[src/rtl/commit_rat_ctrl.sv]
// Commit-side RAT driver: retires ROB head lanes into commit/release strobes and undoes speculative renames on flush.
// Optional COMMIT_RAT_SNAPSHOT_RESTORE_EN replaces the ROB walk with a one-cycle committed-snapshot restore.
module commit_rat_ctrl #(
  parameter int COMMIT_WIDTH     = 4,
  parameter int PHY_REG_NUM      = 64,
  parameter int PHY_REG_ID_WIDTH = 6,
  parameter int ARCH_REG_NUM     = 32
) (
  input  logic                                     clk,
  input  logic                                     rst,
  input  logic [COMMIT_WIDTH-1:0]                  rob_commit_valid,
  input  logic [COMMIT_WIDTH-1:0]                  rob_commit_has_rd,
  input  logic [COMMIT_WIDTH*PHY_REG_ID_WIDTH-1:0] rob_commit_new_phy_id,
  input  logic [COMMIT_WIDTH*PHY_REG_ID_WIDTH-1:0] rob_commit_old_phy_id,
  output logic                                     commit_rob_ready,
  input  logic                                     flush_req,
  input  logic                                     rob_walk_valid,
  input  logic                                     rob_walk_has_rd,
  input  logic                                     rob_walk_last,
  input  logic [PHY_REG_ID_WIDTH-1:0]              rob_walk_new_phy_id,
  input  logic [PHY_REG_ID_WIDTH-1:0]              rob_walk_old_phy_id,
  output logic                                     commit_rob_walk_ready,
  output logic                                     flush_done,
  output logic [COMMIT_WIDTH*PHY_REG_ID_WIDTH-1:0] commit_rat_commit_phy_id,
  output logic [COMMIT_WIDTH-1:0]                  commit_rat_commit_phy_id_valid,
  output logic                                     commit_rat_commit_map,
  output logic [COMMIT_WIDTH*PHY_REG_ID_WIDTH-1:0] commit_rat_release_phy_id,
  output logic [COMMIT_WIDTH-1:0]                  commit_rat_release_phy_id_valid,
  output logic                                     commit_rat_release_map,
  output logic [PHY_REG_ID_WIDTH-1:0]              commit_rat_restore_new_phy_id,
  output logic [PHY_REG_ID_WIDTH-1:0]              commit_rat_restore_old_phy_id,
  output logic                                     commit_rat_restore_map,
  output logic [PHY_REG_NUM-1:0]                   commit_rat_map_table_valid,
  output logic [PHY_REG_NUM-1:0]                   commit_rat_map_table_visible,
  output logic                                     commit_rat_map_table_restore
);

  localparam logic [1:0] S_IDLE    = 2'd0;
  localparam logic [1:0] S_WALK    = 2'd1;
  localparam logic [1:0] S_DONE    = 2'd2;
  localparam logic [1:0] S_RESTORE = 2'd3;

  if (ARCH_REG_NUM > PHY_REG_NUM) begin : g_cfg_check
    $error("ARCH_REG_NUM must not exceed PHY_REG_NUM");
  end

  logic [1:0]              r_state;
  logic [1:0]              w_state_next;
  logic [COMMIT_WIDTH-1:0] w_prefix;
  logic [COMMIT_WIDTH-1:0] w_lane_rd;
  logic                    w_idle;
  logic                    w_flush_accept;
  logic                    w_walk_fire;

  assign w_idle         = (r_state == S_IDLE);
  assign w_flush_accept = w_idle & flush_req;
  assign w_walk_fire    = (r_state == S_WALK) & rob_walk_valid;

  // Only the contiguous run of valid lanes starting at lane 0 retires; anything after a hole waits.
  always_comb begin
    logic w_run;
    w_run    = 1'b1;
    w_prefix = '0;
    for (int i = 0; i < COMMIT_WIDTH; i++) begin
      w_run       = w_run & rob_commit_valid[i];
      w_prefix[i] = w_run;
    end
  end

  assign w_lane_rd = w_idle ? (w_prefix & rob_commit_has_rd) : '0;

  always_comb begin
    w_state_next = r_state;
    case (r_state)
      S_IDLE: begin
        if (flush_req) begin
`ifdef COMMIT_RAT_SNAPSHOT_RESTORE_EN
          w_state_next = S_RESTORE;
`else
          w_state_next = S_WALK;
`endif
        end
      end
      S_WALK:    if (w_walk_fire && rob_walk_last) w_state_next = S_DONE;
      S_RESTORE: w_state_next = S_DONE;
      default:   w_state_next = S_IDLE;
    endcase
  end

  always_ff @(posedge clk) begin
    if (rst) r_state <= S_IDLE;
    else     r_state <= w_state_next;
  end

  assign commit_rob_ready      = w_idle;
  assign commit_rob_walk_ready = (r_state == S_WALK);
  assign flush_done            = (r_state == S_DONE);

  always_ff @(posedge clk) begin
    if (rst) begin
      commit_rat_commit_phy_id_valid  <= '0;
      commit_rat_release_phy_id_valid <= '0;
      commit_rat_commit_map           <= 1'b0;
      commit_rat_release_map          <= 1'b0;
    end else begin
      commit_rat_commit_phy_id_valid  <= w_lane_rd;
      commit_rat_release_phy_id_valid <= w_lane_rd;
      commit_rat_commit_map           <= |w_lane_rd;
      commit_rat_release_map          <= |w_lane_rd;
    end
  end

  for (genvar gi = 0; gi < COMMIT_WIDTH; gi++) begin : g_lane
    always_ff @(posedge clk) begin
      if (rst) begin
        commit_rat_commit_phy_id[gi*PHY_REG_ID_WIDTH +: PHY_REG_ID_WIDTH]  <= '0;
        commit_rat_release_phy_id[gi*PHY_REG_ID_WIDTH +: PHY_REG_ID_WIDTH] <= '0;
      end else if (w_lane_rd[gi]) begin
        commit_rat_commit_phy_id[gi*PHY_REG_ID_WIDTH +: PHY_REG_ID_WIDTH] <=
          rob_commit_new_phy_id[gi*PHY_REG_ID_WIDTH +: PHY_REG_ID_WIDTH];
        commit_rat_release_phy_id[gi*PHY_REG_ID_WIDTH +: PHY_REG_ID_WIDTH] <=
          rob_commit_old_phy_id[gi*PHY_REG_ID_WIDTH +: PHY_REG_ID_WIDTH];
      end
    end
  end

  // Walk entries without a destination are consumed silently.
  always_ff @(posedge clk) begin
    if (rst) begin
      commit_rat_restore_map        <= 1'b0;
      commit_rat_restore_new_phy_id <= '0;
      commit_rat_restore_old_phy_id <= '0;
    end else begin
      commit_rat_restore_map <= w_walk_fire & rob_walk_has_rd;
      if (w_walk_fire && rob_walk_has_rd) begin
        commit_rat_restore_new_phy_id <= rob_walk_new_phy_id;
        commit_rat_restore_old_phy_id <= rob_walk_old_phy_id;
      end
    end
  end

`ifdef COMMIT_RAT_SNAPSHOT_RESTORE_EN
  logic [PHY_REG_NUM-1:0] r_committed_visible;
  logic [PHY_REG_NUM-1:0] w_visible_next;

  // Lanes applied in order so a later lane's mapping wins over an earlier one.
  always_comb begin
    w_visible_next = r_committed_visible;
    for (int i = 0; i < COMMIT_WIDTH; i++) begin
      if (w_lane_rd[i]) begin
        w_visible_next[rob_commit_old_phy_id[i*PHY_REG_ID_WIDTH +: PHY_REG_ID_WIDTH]] = 1'b0;
        w_visible_next[rob_commit_new_phy_id[i*PHY_REG_ID_WIDTH +: PHY_REG_ID_WIDTH]] = 1'b1;
      end
    end
  end

  always_ff @(posedge clk) begin
    if (rst) begin
      for (int i = 0; i < PHY_REG_NUM; i++)
        r_committed_visible[i] <= (i >= 1) && (i < ARCH_REG_NUM);
      commit_rat_map_table_valid   <= '0;
      commit_rat_map_table_visible <= '0;
      commit_rat_map_table_restore <= 1'b0;
    end else begin
      r_committed_visible          <= w_visible_next;
      commit_rat_map_table_restore <= w_flush_accept;
      if (w_flush_accept) begin
        commit_rat_map_table_valid   <= w_visible_next;
        commit_rat_map_table_visible <= w_visible_next;
      end
    end
  end
`else
  assign commit_rat_map_table_valid   = '0;
  assign commit_rat_map_table_visible = '0;
  assign commit_rat_map_table_restore = 1'b0;
`endif

endmodule
[config.mk]
export PLATFORM = sky130hd
export DESIGN_NAME = commit_rat_ctrl
export DESIGN_NICKNAME = d
export VERILOG_FILES = /design/src/rtl/commit_rat_ctrl.sv
export SDC_FILE = /design/constraint.sdc
export NUM_CORES = 1
export LEC_CHECK = 0
export ABC_AREA = 1
export ABC_CLOCK_PERIOD_IN_PS = 1710
export BUFFER_PORTS_ARGS = -buffer_cell sky130_fd_sc_hd__buf_2
export CAP_MARGIN = 20
export CELL_PAD_IN_SITES_DETAIL_PLACEMENT = 0
export CELL_PAD_IN_SITES_GLOBAL_PLACEMENT = 1
export CORE_MARGIN = 2
export CORE_UTILIZATION = 26
export CTS_CLUSTER_SIZE = 10
export DETAILED_ROUTE_END_ITERATION = 8
export MAX_ROUTING_LAYER = met4
export PLACE_DENSITY_LB_ADDON = 0.1
export SYNTH_ARGS = -nofsm -noshare
export SYNTH_HDL_FRONTEND = slang
export SYNTH_SLANG_ARGS = --single-unit
[constraint.sdc]
create_clock -name clk -period 1.71 [get_ports clk]
set_clock_uncertainty 0.2 [all_clocks]
set_input_delay 0.171 -clock clk [delete_from_list [all_inputs] [get_ports clk]]
set_output_delay 0.171 -clock clk [all_outputs]
set_load 0.005 [all_outputs]
==> metrics.md <==
| Metric | Value |
|---|---|
| CP peak stage delay | `570 ps` |
| Top Ports | `roughly 280` |
| CP Capture Type | `flip-flop` |
| Vias in the first global route | `~2900` |
| Final max-slew violation count | `0` |
| Top-count cell post-synth | `buf_4` |
| Initial core utilization | `approximately 27%` |
| Register area share after synthesis | `37.84%` |
| Antenna violations before repair | `0` |
| Area leader, netlist | `dfxtp_1` |
| Port Buffers | `147` |
| RR Startpoint | `r_state[1]` |
| Die height | `about 120 um` |
| Synthesis-to-layout area growth | `39.69%` |
| CTS Buffer Depth | `2` |
| Sinks on Clock Net | `68` |
| Sum of buffers and inverters on the critical path | `2` |
| RSZ-0062 raised after global routing | `no` |
| Status | `finished clean` |
| Hold path endpoint | `commit_rat_release_phy_id_valid[3]` |
| Site Rows | `42` |
| Reg2reg path depth | `5` |
| Post-Route Utilization | `a little under two fifths` |
| Synth top cells by count | `buf_4 (138), nor2_1 (129), dfxtp_1 (68)` |
| Reg-to-Reg End | `r_state[0]` |
| Clock period minus worst slack | `approximately 1600 ps` |
| Critical path's slowest cell | `dlygate4sd3_1` |
| Worst-path clk slew | `roughly 50 ps` |
| Setup violations, final | `0` |
| Mean area per synthesized cell | `slightly below 8 um2` |
| Placer Congestion | `0.7116` |
| Core area | `0.01340 mm2` |
| Routed WL | `approximately 9700 um` |
| Ys Warns | `0` |
| Cell area power density | `between 800 and 900 mW/mm2` |
| Number of max-cap violations | `0` |
| Total CTS buffers | `9` |
| Post-synth design cell area | `roughly 0.0036 mm2` |
| Drt via density | `between 3 and 4` |
| Worst Path Required | `about 1700 ps` |
| Fin crit share | `between 90 and 100%` |
| DP HPWL | `between 6000 and 7000 um` |
| Largest net degree at the start of global routing | `36` |
| Count of cell types in the netlist | `23` |
| FMAX | `slightly above 600 MHz` |
| Sum Neg Setup Slack | `0 ps` |
| Cells along the critical path | `clkinv_2, nand2_1, a21oi_1, dlygate4sd3_1, o21a_1` |
| Hold Path Stages | `5` |
| Initial detailed-routing violation count | `about 90` |
| Non-Filler Instances | `around 860` |
| All-Layer GR Usage | `between 10 and 15%` |
| R2R setup slack | `approximately 73 ps` |
| Hold Fails Final Rpt | `0` |
| Drt drc | `0` |
| Width of the die | `approximately 120 um` |
| Antenna Nets Post-Route | `0` |
| Leak Pwr | `2.700 nW` |
| Delay-heaviest family, CP | `buffers and inverters` |
| Kind of critical path | `flip-flop to flip-flop` |
| Ys flop type | `dfxtp_1` |
| Top post-synthesis cells by area | `dfxtp_1 (38%), buf_4 (29%), nor2_1 (13%)` |
| Die Area | `0.01479 mm2` |
| H-tree levels | `3` |
| Max VDD drop | `between 0.0007 and 0.0008 V` |
| Worst-path maximum fanout | `3` |
| Synthesized flop and latch total | `68` |
| Clock latency on the worst-skew pair | `around 330 ps` |
| Antenna cells | `0` |
| Post-route design area | `approximately 0.005 mm2` |
| Total power | `approximately 0.0045 W` |
| Via count | `about 3200` |
| CTS Root Cell | `clkbuf_16` |
| Wirelength per Cell | `about 11 um` |
| GRT overflow | `0` |
| Yosys top cell area share | `a little under two fifths` |
| EDFF count, synth | `0` |
| Dpl cells | `just under 800` |
| First-pass DRT Iterations | `6` |
| TritonCTS clock tree | `yes` |
| Share of flip-flops with an asynchronous set or reset | `0%` |
| Fraction of layout cells with a size suffix above 1 | `27.71%` |
| Arrival time at the worst endpoint | `between 1500 and 2000 ps` |
| Placed inst area | `0.003993 mm2` |
| First-pass GRT wire length | `around 14000 um` |
| Nets | `approximately 750` |
| CP Launch Type | `flip-flop` |
| Cell count after synthesis | `466` |
| Worst Hold Class | `input port to flip-flop` |
| Hold Crit Start | `rob_commit_valid[3]` |
state kept, by name (all words and copies together), names as in the netlist:
register	flops
commit_rat_commit_phy_id	24
commit_rat_release_map	1
commit_rat_release_phy_id	24
commit_rat_release_phy_id_valid	4
commit_rat_restore_map	1
commit_rat_restore_new_phy_id	6
commit_rat_restore_old_phy_id	6
r_state	2
metal layers:
layer  part of all wire, %  up-vias  GRT usage (%)
met4                  0.59        0          3.664
met2                    50      164          21.70
met5                     0        -              -
met3                   8.8        4          5.478
met1                    40     1406          13.88
li1                      -     1610              -
through the flow:
step	worst slack, ps	hold slack [ps]
finish	72.73	99.57
global route	5.879	110.3
CTS	66.13	83.29
detailed placement	95.13	203.5
global placement	168.2	193.1
floorplan	423.7	43.38
placed cells by master (no fill, tap or decap), drive strengths merged, types with 3 or more instances in the layout:
master | synthesis | layout
clkinv | 2 | 3
nor2 | 132 | 132
inv | 11 | 11
o21ai | 36 | 36
clkbuf | 4 | 10
conb | 1 | 129
dfxtp | 68 | 68
dlygate4sd3 | 0 | 64
nand3b | 24 | 24
nand2 | 34 | 34
bufinv | 0 | 3
buf | 148 | 160
cell families (layout without fill, tap and decap cells):
| kind of cell | count (synthesis) | in the layout | share of synthesized area [%] |
|---|---|---|---|
| AO/OA/AOI/OAI | 38 | 38 | 5.356 |
| AND/OR/NAND/NOR | 194 | 194 | 24.35 |
| other | 1 | 129 | 0.1042 |
| flip-flops | 68 | 68 | 37.84 |
| buffers and inverters | 165 | 253 | 32.35 |
how the worst max path moves through the flow:
stage	start	end	slack, ps	depth (start not counted)
finish	r_state[1]	r_state[0]	70	5
global route	r_state[1]	r_state[0]	6	5
CTS	r_state[1]	r_state[0]	70	5
detailed placement	r_state[0]	commit_rat_release_phy_id[1]	100	6
global placement	r_state[0]	commit_rat_commit_phy_id[1]	170	6
floorplan	r_state[1]	commit_rat_restore_new_phy_id[0]	420	7
where the power goes:
part           leakage [nW]  internal, W  switching [W]
sequential            0.553      0.00166      0.0000334
combinational          1.98     0.000294       0.000315
clock                 0.169      0.00146       0.000701
total                  2.70      0.00341        0.00105
worst reg2reg max path: stages (launching register included):
cell and delay [ps]:
dfxtp_1 330, clkinv_2 110, nand2_1 120, a21oi_1 40, dlygate4sd3_1 570, o21a_1 170
timing repair:
item / in CTS / in global routing
resized for setup: 0 / 1
setup endpoints to repair: 0 / 1
endpoints found under the hold margin: 66 / 0
hold buffers: 64 / 0
buffers inserted: 0 / 5
cell type report:
type | count | area, um2
fillers | 1417 | 8376
flip-flops and latches | 68 | 1361
clock buffers | 10 | 239.0
multi-input cells | 361 | 1553
clock inverters | 6 | 111.4
repair buffers | 224 | 1486
well taps | 176 | 220.2
inverters | 13 | 53.80
Power figures use the tool's default switching activity.
